### src/rtl/secded_codec_pipe_if.sv
// -----------------------------------------------------------------------------
// secded_codec_pipe_if
// Handshake bundle for the SECDED encode/decode pipe.
//   Input side : mode_i, in_valid, in_ready, in_data, in_par
//   Output side: out_valid, out_ready, out_data, out_par, out_sec, out_ded
// master = the agent feeding words in and consuming results,
// slave  = the codec itself.
// PAR_W must match the codec's derived parity width (R+1).
// -----------------------------------------------------------------------------
interface secded_codec_pipe_if #(
  parameter int DATA_W = 11,
  parameter int PAR_W  = 5
);
  logic              mode_i;
  logic              in_valid;
  logic              in_ready;
  logic [DATA_W-1:0] in_data;
  logic [PAR_W-1:0]  in_par;
  logic              out_valid;
  logic              out_ready;
  logic [DATA_W-1:0] out_data;
  logic [PAR_W-1:0]  out_par;
  logic              out_sec;
  logic              out_ded;

  modport master (
    output mode_i, in_valid, in_data, in_par, out_ready,
    input  in_ready, out_valid, out_data, out_par, out_sec, out_ded
  );

  modport slave (
    input  mode_i, in_valid, in_data, in_par, out_ready,
    output in_ready, out_valid, out_data, out_par, out_sec, out_ded
  );
endinterface

### src/rtl/secded_codec_pipe.sv
// -----------------------------------------------------------------------------
// secded_codec_pipe
// Single-stage pipelined extended-Hamming (SECDED) encoder / corrector.
//   clk      : rising-edge clock
//   rst_n    : asynchronous active-low reset
//   cnt_clr  : synchronous clear of both error counters (wins over increment)
//   sec_cnt  : saturating count of single-error-corrected results
//   ded_cnt  : saturating count of double-error-detected results
//   bus      : handshake bundle (slave side), see secded_codec_pipe_if
// Codeword layout: positions 1..DATA_W+R, Hamming parity k at position 2^k,
// data bits fill the other positions in ascending order (data[0] at 3),
// par[R] is even parity over all data and Hamming parity bits.
// -----------------------------------------------------------------------------
module secded_codec_pipe #(
  parameter int DATA_W = 11,
  parameter int CNT_W  = 16
) (
  input  logic               clk,
  input  logic               rst_n,
  input  logic               cnt_clr,
  output logic [CNT_W-1:0]   sec_cnt,
  output logic [CNT_W-1:0]   ded_cnt,
  secded_codec_pipe_if.slave bus
);

  // Smallest r with 2^r >= dw + r + 1 (scan downwards so the last hit wins).
  function automatic int calc_r(input int dw);
    int r;
    r = 32'sd7;
    for (int c = 32'sd7; c >= 32'sd1; c--) begin
      if ((32'sd1 << c) >= (dw + c + 32'sd1)) r = c;
    end
    return r;
  endfunction

  localparam int R     = calc_r(DATA_W);
  localparam int PAR_W = R + 32'sd1;
  localparam int N     = DATA_W + R;

  localparam logic [CNT_W-1:0] CNT_ONE = {{(CNT_W-1){1'b0}}, 1'b1};
  localparam logic [CNT_W-1:0] CNT_MAX = {CNT_W{1'b1}};

  // Codeword position of data bit idx: the idx-th non-power-of-two from 3 up.
  function automatic int data_pos(input int idx);
    int pos;
    int cnt;
    pos = 32'sd0;
    cnt = 32'sd0;
    for (int p = 32'sd3; p <= N; p++) begin
      if ((p & (p - 32'sd1)) != 32'sd0) begin
        if (cnt == idx) pos = p;
        cnt++;
      end
    end
    return pos;
  endfunction

  // Hamming parity bits par[R-1:0] of a data word.
  function automatic logic [R-1:0] hamming_par(input logic [DATA_W-1:0] d);
    logic [R-1:0] hp;
    int           pos;
    hp = '0;
    for (int i = 32'sd0; i < DATA_W; i++) begin
      pos = data_pos(i);
      for (int k = 32'sd0; k < R; k++) begin
        if (pos[k]) hp[k] = hp[k] ^ d[i];
      end
    end
    return hp;
  endfunction

  // Full parity field: overall even-parity bit on top of the Hamming bits.
  function automatic logic [PAR_W-1:0] full_par(input logic [DATA_W-1:0] d);
    logic [R-1:0] hp;
    hp = hamming_par(d);
    return {^{d, hp}, hp};
  endfunction

  // Invert the data bit sitting at codeword position s (no-op for parity positions).
  function automatic logic [DATA_W-1:0] flip_data(input logic [DATA_W-1:0] d,
                                                  input logic [R-1:0]      s);
    logic [DATA_W-1:0] r;
    r = d;
    for (int i = 32'sd0; i < DATA_W; i++) begin
      if (data_pos(i) == int'(s)) r[i] = ~r[i];
    end
    return r;
  endfunction

  logic [R-1:0]      hp_s;
  logic [R-1:0]      syn_s;
  logic              ovr_s;
  logic [DATA_W-1:0] fix_data_s;
  logic [DATA_W-1:0] nxt_data_s;
  logic [PAR_W-1:0]  nxt_par_s;
  logic              nxt_sec_s;
  logic              nxt_ded_s;
  logic              in_ready_s;
  logic              load_s;

  logic              out_valid_r;
  logic [DATA_W-1:0] out_data_r;
  logic [PAR_W-1:0]  out_par_r;
  logic              out_sec_r;
  logic              out_ded_r;
  logic [CNT_W-1:0]  sec_cnt_r;
  logic [CNT_W-1:0]  ded_cnt_r;

  // Output stage can take a word when empty or being drained this cycle.
  assign in_ready_s = !out_valid_r || bus.out_ready;
  assign load_s     = bus.in_valid && in_ready_s;

  // Encode / syndrome classification / correction datapath.
  always_comb begin
    hp_s       = hamming_par(bus.in_data);
    syn_s      = hp_s ^ bus.in_par[R-1:0];
    ovr_s      = ^{bus.in_data, bus.in_par};
    fix_data_s = flip_data(bus.in_data, syn_s);
    nxt_data_s = bus.in_data;
    nxt_par_s  = bus.in_par;
    nxt_sec_s  = 1'b0;
    nxt_ded_s  = 1'b0;
    if (!bus.mode_i) begin
      nxt_par_s = {^{bus.in_data, hp_s}, hp_s};
    end else if (ovr_s) begin
      // Odd overall parity: one flipped bit, unless the syndrome points
      // past the end of the codeword.
      if (int'(syn_s) > N) begin
        nxt_ded_s = 1'b1;
      end else begin
        // s=0 or a power of two leaves the data alone; parity is rebuilt.
        nxt_sec_s  = 1'b1;
        nxt_data_s = fix_data_s;
        nxt_par_s  = full_par(fix_data_s);
      end
    end else if (syn_s != '0) begin
      nxt_ded_s = 1'b1;
    end else begin
      nxt_data_s = bus.in_data;
    end
  end

  // Output register: load on accept, drop valid once consumed, else hold.
  always_ff @(posedge clk or negedge rst_n) begin
    if (!rst_n) begin
      out_valid_r <= 1'b0;
      out_data_r  <= '0;
      out_par_r   <= '0;
      out_sec_r   <= 1'b0;
      out_ded_r   <= 1'b0;
    end else if (load_s) begin
      out_valid_r <= 1'b1;
      out_data_r  <= nxt_data_s;
      out_par_r   <= nxt_par_s;
      out_sec_r   <= nxt_sec_s;
      out_ded_r   <= nxt_ded_s;
    end else if (bus.out_ready) begin
      out_valid_r <= 1'b0;
    end
  end

  // Saturating SEC/DED counters, clear takes priority over increment.
  always_ff @(posedge clk or negedge rst_n) begin
    if (!rst_n) begin
      sec_cnt_r <= '0;
      ded_cnt_r <= '0;
    end else if (cnt_clr) begin
      sec_cnt_r <= '0;
      ded_cnt_r <= '0;
    end else begin
      if (load_s && nxt_sec_s && (sec_cnt_r != CNT_MAX)) sec_cnt_r <= sec_cnt_r + CNT_ONE;
      if (load_s && nxt_ded_s && (ded_cnt_r != CNT_MAX)) ded_cnt_r <= ded_cnt_r + CNT_ONE;
    end
  end

  assign bus.in_ready  = in_ready_s;
  assign bus.out_valid = out_valid_r;
  assign bus.out_data  = out_data_r;
  assign bus.out_par   = out_par_r;
  assign bus.out_sec   = out_sec_r;
  assign bus.out_ded   = out_ded_r;
  assign sec_cnt       = sec_cnt_r;
  assign ded_cnt       = ded_cnt_r;

endmodule

### src/flat_wrapper.sv
// flat-port wrapper written by rule: the top's interface ports become plain ports
module secded_codec_pipe_flat 
#(
  parameter int DATA_W = 11,
  parameter int CNT_W  = 16
)
  (clk, rst_n, cnt_clr, sec_cnt, ded_cnt, bus_mode_i, bus_in_valid, bus_in_data, bus_in_par, bus_out_ready, bus_in_ready, bus_out_valid, bus_out_data, bus_out_par, bus_out_sec, bus_out_ded);
  secded_codec_pipe_if #(.DATA_W(DATA_W), .PAR_W((5))) bus_i ();
  input  logic clk;
  input  logic rst_n;
  input  logic cnt_clr;
  output logic [CNT_W-1:0] sec_cnt;
  output logic [CNT_W-1:0] ded_cnt;
  input wire logic [$bits(bus_i.mode_i)-1:0] bus_mode_i;
  input wire logic [$bits(bus_i.in_valid)-1:0] bus_in_valid;
  input wire logic [$bits(bus_i.in_data)-1:0] bus_in_data;
  input wire logic [$bits(bus_i.in_par)-1:0] bus_in_par;
  input wire logic [$bits(bus_i.out_ready)-1:0] bus_out_ready;
  output wire logic [$bits(bus_i.in_ready)-1:0] bus_in_ready;
  output wire logic [$bits(bus_i.out_valid)-1:0] bus_out_valid;
  output wire logic [$bits(bus_i.out_data)-1:0] bus_out_data;
  output wire logic [$bits(bus_i.out_par)-1:0] bus_out_par;
  output wire logic [$bits(bus_i.out_sec)-1:0] bus_out_sec;
  output wire logic [$bits(bus_i.out_ded)-1:0] bus_out_ded;
  assign bus_i.mode_i = bus_mode_i;
  assign bus_i.in_valid = bus_in_valid;
  assign bus_i.in_data = bus_in_data;
  assign bus_i.in_par = bus_in_par;
  assign bus_i.out_ready = bus_out_ready;
  assign bus_in_ready = bus_i.in_ready;
  assign bus_out_valid = bus_i.out_valid;
  assign bus_out_data = bus_i.out_data;
  assign bus_out_par = bus_i.out_par;
  assign bus_out_sec = bus_i.out_sec;
  assign bus_out_ded = bus_i.out_ded;
  secded_codec_pipe #(.DATA_W(DATA_W), .CNT_W(CNT_W)) u_core (.clk(clk), .rst_n(rst_n), .cnt_clr(cnt_clr), .sec_cnt(sec_cnt), .ded_cnt(ded_cnt), .bus(bus_i));
endmodule
### config.mk
export PLATFORM = sky130hd
export DESIGN_NAME = secded_codec_pipe_flat
export DESIGN_NICKNAME = d
export VERILOG_FILES = /design/src/rtl/secded_codec_pipe_if.sv /design/src/rtl/secded_codec_pipe.sv /design/src/flat_wrapper.sv
export SDC_FILE = /design/constraint.sdc
export NUM_CORES = 1
export LEC_CHECK = 0
export CAP_MARGIN = 40
export CORE_MARGIN = 5
export CORE_UTILIZATION = 56
export DETAILED_ROUTE_END_ITERATION = 16
export PLACE_DENSITY = 0.84
export RECOVER_POWER = 100
export SYNTH_ARGS = -nofsm -noshare
export SYNTH_HDL_FRONTEND = slang
export SYNTH_SLANG_ARGS = --single-unit
### constraint.sdc
create_clock -name clk -period 6.7 [get_ports clk]
set_input_delay 2.01 -clock clk [delete_from_list [all_inputs] [get_ports clk]]
set_output_delay 2.01 -clock clk [all_outputs]
set_load 0.02 [all_outputs]
==> results of run 1 <==
-- power by group --
group	internal (uW)	total, uW	switching, uW
clock	113	220	108
sequential	336	353	16.6
combinational	185	437	252
-- cell type report --
class                   count  share of cell area (%)
multi-input cells         293                    48.5
well taps                  77                    2.18
inverters                   8                   0.679
flip-flops and latches     51                    28.9
clock inverters             3                    1.05
repair buffers             78                    17.2
clock buffers               5                    1.56
-- state kept, by name, summed over array words and instances, names as in the netlist --
register and count:
u_core.bus.out_sec 1, u_core.ded_cnt 16, u_core.sec_cnt 16, u_core.bus.out_data 11, u_core.bus.out_par 5, u_core.bus.out_valid 1, u_core.bus.out_ded 1
-- stage by stage --
step	std cells	hold WS [ps]
floorplan	367	588
global placement	507	460
detailed placement	507	467
CTS	515	493
global route	515	519
finish	515	482
-- worst max-delay path by stage --
stage / startpoint / end / slack [ps] / depth (start not counted)
after floorplan: bus_out_ready / bus_in_ready / 2440 / 1
after global placement: bus_out_ready / bus_in_ready / 1470 / 3
after detailed placement: bus_in_data[4] / u_core.ded_cnt[11] / 1390 / 8
after CTS: bus_out_ready / bus_in_ready / 1450 / 3
after global routing: bus_in_data[9] / u_core.ded_cnt[11] / 1020 / 8
final: bus_out_ready / bus_in_ready / 1310 / 3
-- layer usage --
metal | wire length (um) | global-route usage (%) | vias up
li1 | - | - | 1452
met1 | 3810 | 29.6 | 1454
met2 | 4130 | 34.3 | 96
met3 | 454 | 4.42 | 16
met4 | 139 | 5.71 | 0
met5 | 0 | 0 | -
-- cell families after synthesis --
family | count (synthesis) | synth area share (%)
buffers and inverters | 23 | 2.91
multiplexers | 10 | 2.98
AND/OR/NAND/NOR | 151 | 22.2
adder cells (fa/ha/maj) | 2 | 0.700
flip-flops | 51 | 35.7
XOR/XNOR | 65 | 24.7
AO/OA/AOI/OAI | 65 | 10.7
-- cells in the mapped netlist (2+ instances only) --
master	instances	area share, %
xnor2_2	4	1.8
or3_1	8	1.4
inv_1	8	0.84
buf_2	2	0.28
a21oi_1	20	2.8
o21ai_0	19	2.7
xnor3_1	6	3.8
or4_1	6	1.3
xnor2_4	4	3.1
xor2_1	19	4.7
and2_1	2	0.35
dfrtp_1	51	36
nand2_1	37	3.9
xnor3_2	2	1.3
nand3b_1	2	0.42
nor2_1	31	3.3
xnor2_1	24	5.9
ha_1	2	0.70
clkbuf_1	11	1.2
a22oi_1	3	0.63
or2_2	2	0.35
o31ai_1	6	1.3
and3_1	2	0.35
nor3_1	8	1.1
xor2_4	2	1.5
nand2b_1	3	0.53
xor3_1	4	2.7
buf_6	2	0.63
o21ai_1	6	0.84
nor2b_1	5	0.88
mux2_1	5	1.6
a211oi_1	2	0.42
o211ai_1	2	0.42
nand3_1	15	2.1
mux2i_1	5	1.4
nand4_1	17	3.0
nor4_1	8	1.4
-- worst max-delay path, delay by kind of cell --
| family | cells | cell delay, ps |
|---|---|---|
| and+or+nand+nor | 1 | 180 |
| buffers and inverters | 2 | 1190 |
==> reports/results.tsv, run 1 <==
metric	value	unit
Antenna Cells	0	
hold path endpoint	u_core.bus.out_sec	
Leakage	0.00189	uW
Crit path required time	4690	ps
synthesized area	3570	um^2
Starting Density	56.9	%
Post CTS Setup Buffer Count	0	
Total Power	1010	uW
largest stage delay on the critical path	660	ps
critical path, cell by cell	dlygate4sd3_1, nand2b_1, dlygate4sd3_1	
Reg clk slew, reported paths	100	ps
vias in the first global route	3065	
max-cap violations	1	
dpl cell area	4360	um^2
Slew @ Worst Pin	2700	ps
# setup viols final	0	
average wire per standard cell	16.6	um
hold path start	u_core.bus.out_sec	
Core ar.	6280	um^2
Main synth FF type	dfrtp_1	
Pwr per Cell Area	229	nW/um^2
R2R Setup Slk	3970	ps
Avg Vias per Cell	5.86	
Die Wd	89.9	um
Hold/Removal Path Class	reg -> reg	
final hold violations	0	
unrepaired setup endpoints after global routing	false	
Port Buf Inserts	73	
most common cell after layout, fill and taps aside	dlygate4sd3_1	
Seq cells post-synth	51	
cell with the most instances on the worst path	dlygate4sd3_1	
Global Route Usage Sum	21.4	%
worst flop-to-flop path startpoint	u_core.ded_cnt[3]	
layout cells sized above 1	5.94	%
worst path arrival time	3380	ps
Pre-Repair DR Iteration Count	4	
Routed WL	8540	um
fin nets	461	
fin. max-slew vios	52	
antenna-violating nets left	0	
Final Util	70.4	%
Die H	89.9	um
highest net fanout along the worst path	4	
final setup margin	1310	ps
filler cell count	508	
initial DRC count	119	
relative slew slack	-80.0	%
Setup crit start kind	input pin	
f_max	185	MHz
PostCTS Resize Cnt	0	
yosys warns	0	
EDFF count, synth	0	
most frequent cells in the layout	54 x dlygate4sd3_1, 51 x dfrtp_1, 37 x nand2_1	
Place WS	1390	ps
Num CTS Buffers	5	
initial antenna violation count	0	
Syn Inst Count	367	
final instance area	4420	um^2
worst reg-to-reg path cell count	7	
Final Skew	8.44	ps
Congestion Overflow GR	0	
clk sinks	51	
Register Area	1280	um^2
CP Class	in -> out	
CTS tree	done	
Max IR drop VDD	166	uV
Tmin final	5390	ps
die area	8080	um^2
Syn Nets	391	
Synth cell types	49	
clock root buffer	clkbuf_8	
largest net degree at the start of global routing	52	
failing checks	max-capacitance violations, max-slew violations	
sequential cell area fraction in the yosys report	35.7	%
worst hold stages	1	
FP Rows	29	
Clk Latency, worst-skew pair	300	ps
DP Wirelength	6420	um
syn avg cell area	9.74	um^2
status	finished, violations left	
# DRC	0	
H-tree levels	2	
gp weighted congestion	0.899	
Final TNS setup	0	ps
first-pass GRT wire length	14900	um
Clock Tree Buf Depth	2	
I/O pin cnt	74	
RR Endpoint	u_core.ded_cnt[11]	
Final Cycle Share	80.5	%
asr flop ratio synth	100	%
P&R area growth vs syn	23.7	%
Worst setup EP type	output port	
slowest stage cell, crit path	dlygate4sd3_1	
Via Count	3018	
hold_buf cts	0	
area of the multi-input gates	2140	um^2
No activity file was read; power rests on OpenSTA's default activity.
==> run 2, diff against run 1 <==
--- a/config.mk
+++ b/config.mk
@@ -7,9 +7,9 @@
 export LEC_CHECK = 0
 export CAP_MARGIN = 40
 export CORE_MARGIN = 5
-export CORE_UTILIZATION = 56
+export CORE_UTILIZATION = 52
 export DETAILED_ROUTE_END_ITERATION = 16
-export PLACE_DENSITY = 0.84
+export PLACE_DENSITY = 0.79
 export RECOVER_POWER = 100
 export SYNTH_ARGS = -nofsm -noshare
 export SYNTH_HDL_FRONTEND = slang
==> constraint.sdc (replaced) <==
create_clock -name clk -period 5.5 [get_ports clk]
set_input_delay 1.65 -clock clk [delete_from_list [all_inputs] [get_ports clk]]
set_output_delay 1.65 -clock clk [all_outputs]
set_load 0.02 [all_outputs]
==> reports/results.tsv, run 2 (synthesized netlist as in run 1, its figures left out) <==
metric	value	unit	change
Core ar.	6760	um^2	+7.6%
Final Skew	13.7	ps	+5.24 ps
H-tree levels	2		unchanged
I/O pin cnt	74		unchanged
Clk Latency, worst-skew pair	310	ps	about the same
CP Class	in -> reg		
clock root buffer	clkbuf_8		
relative slew slack	-83.1	%	-3.2 points
largest stage delay on the critical path	660	ps	about the same
Num CTS Buffers	5		unchanged
initial DRC count	168		+41%
Tmin final	4850	ps	
R2R Setup Slk	2850	ps	-1120 ps
critical path, cell by cell	dlygate4sd3_1, xnor3_1, xnor2_4, xnor2_1, xor2_1, nand4_1, or3_1, a21oi_1		
DP Wirelength	6430	um	+0.15%
final hold violations	0		unchanged
Hold/Removal Path Class	reg -> reg		
Stages on worst setup path	8		+5
Setup crit start kind	input pin		
Starting Density	52.9	%	-4.0 points
CTS tree	done		
Routed WL	8630	um	+1.1%
Slew @ Worst Pin	2750	ps	+47.3 ps
final instance area	4410	um^2	-0.31%
die area	8630	um^2	+6.8%
Pre-Repair DR Iteration Count	4		unchanged
Critical Path Sink	u_core.sec_cnt[13]		
vias in the first global route	2857		-6.8%
fin. max-slew vios	52		unchanged
Port Buf Inserts	73		unchanged
clk sinks	51		unchanged
Avg Vias per Cell	5.81		-0.83%
max-cap violations	1		unchanged
Leakage	0.00189	uW	about the same
hold_buf cts	0		unchanged
most frequent cells in the layout	55 x dlygate4sd3_1, 51 x dfrtp_1, 37 x nand2_1		
Reg clk slew, reported paths	100	ps	about the same
Worst setup EP type	flop		
dpl cell area	4380	um^2	+0.43%
Global Route Usage Sum	20.4	%	-1.0 points
gp weighted congestion	0.836		-7.0%
Pwr per Cell Area	270	nW/um^2	+18%
status	finished, violations left		
slowest stage cell, crit path	xor2_1		
CP Launch Point	bus_in_data[2]		
Final Cycle Share	88.1	%	
unrepaired setup endpoints after global routing	false		
FP Rows	30		+3.4%
layout cells sized above 1	5.91	%	-0.027 points
first-pass GRT wire length	14200	um	-4.9%
Clock Tree Buf Depth	2		unchanged
largest net degree at the start of global routing	52		unchanged
# DRC	0		unchanged
fin nets	463		+0.43%
average wire per standard cell	16.6	um	+0.15%
worst path arrival time	5080	ps	+1700 ps
sum of buffers and inverters on the critical path	1		-1
highest net fanout along the worst path	10		+6
worst reg-to-reg path cell count	7		unchanged
antenna-violating nets left	0		unchanged
failing checks	max-capacitance violations, max-slew violations		
Post CTS Setup Buffer Count	0		unchanged
Max IR drop VDD	209	uV	+26%
cell family with most CP delay	XOR/XNOR gates		
RR Endpoint	u_core.ded_cnt[11]		
Crit path required time	5730	ps	+1040 ps
Antenna Cells	0		unchanged
PostCTS Resize Cnt	0		unchanged
worst flop-to-flop path startpoint	u_core.ded_cnt[3]		
# setup viols final	0		unchanged
P&R area growth vs syn	23.3	%	
most common cell after layout, fill and taps aside	dlygate4sd3_1		
Congestion Overflow GR	0		unchanged
initial antenna violation count	0		unchanged
Die Wd	92.9	um	+3.4%
Die H	92.9	um	+3.4%
f_max	206	MHz	
Via Count	3022		+0.13%
Final TNS setup	0	ps	unchanged
run 2: stage by stage:
| step | cells | setup WS [ps] | total power, uW | utilization [%] | hold WS [ps] |
|---|---|---|---|---|---|
| global placement | 512 | 621 | 998 | 64.8 | 461 |
| detailed placement | 512 | 494 | 1010 | 64.8 | 470 |
| finish | 520 | 653 | 1190 | 65.2 | 479 |
| global route | 520 | 352 | 1260 | 65.2 | 508 |
| floorplan | 367 | 1640 | 837 | - | 588 |
| CTS | 520 | 836 | 1240 | 66.2 | 491 |
run 2: layout make-up:
class / count / area (um^2)
clock buffer: 7 / 86.3
clock inverter: 1 / 8.76
fill: 568 / 2350
inverter: 8 / 30.0
multi-input combinational: 293 / 2130
sequential: 51 / 1280
tap: 80 / 100
timing repair buffer: 80 / 774
run 2: worst register-to-register path, cell delays in order (launching register included):
cell,delay (ps)
dfrtp_1,480
and4_1,270
nand4_1,230
or3_1,450
or3_1,410
nand4_4,280
nor4_1,120
mux2_1,330
run 2: routing by layer:
| metal | vias up | part of all wire, % | GRT usage [%] |
|---|---|---|---|
| met5 | - | 0 | 0 |
| li1 | 1463 | - | - |
| met4 | 0 | 1.5 | 5.13 |
| met1 | 1460 | 46 | 28.8 |
| met2 | 84 | 47 | 32.6 |
| met3 | 15 | 4.8 | 3.41 |
run 2: worst min-delay path by stage:
stage | from | endpoint | slack [ps] | depth (start not counted)
5_1_grt | u_core.bus.out_data[6] | u_core.bus.out_data[6] | 510 | 2
4_1_cts | u_core.bus.out_data[9] | u_core.bus.out_data[9] | 490 | 2
3_3_place_gp | u_core.bus.out_data[3] | u_core.bus.out_data[3] | 460 | 2
3_5_place_dp | u_core.bus.out_data[9] | u_core.bus.out_data[9] | 470 | 2
6_report | u_core.bus.out_data[3] | u_core.bus.out_data[3] | 480 | 2
2_1_floorplan | u_core.bus.out_data[0] | u_core.bus.out_data[0] | 590 | 2
run 2: power by group:
part           switching, uW  internal [uW]
sequential              23.4            410
clock                    127            103
combinational            303            223
total                    453            737
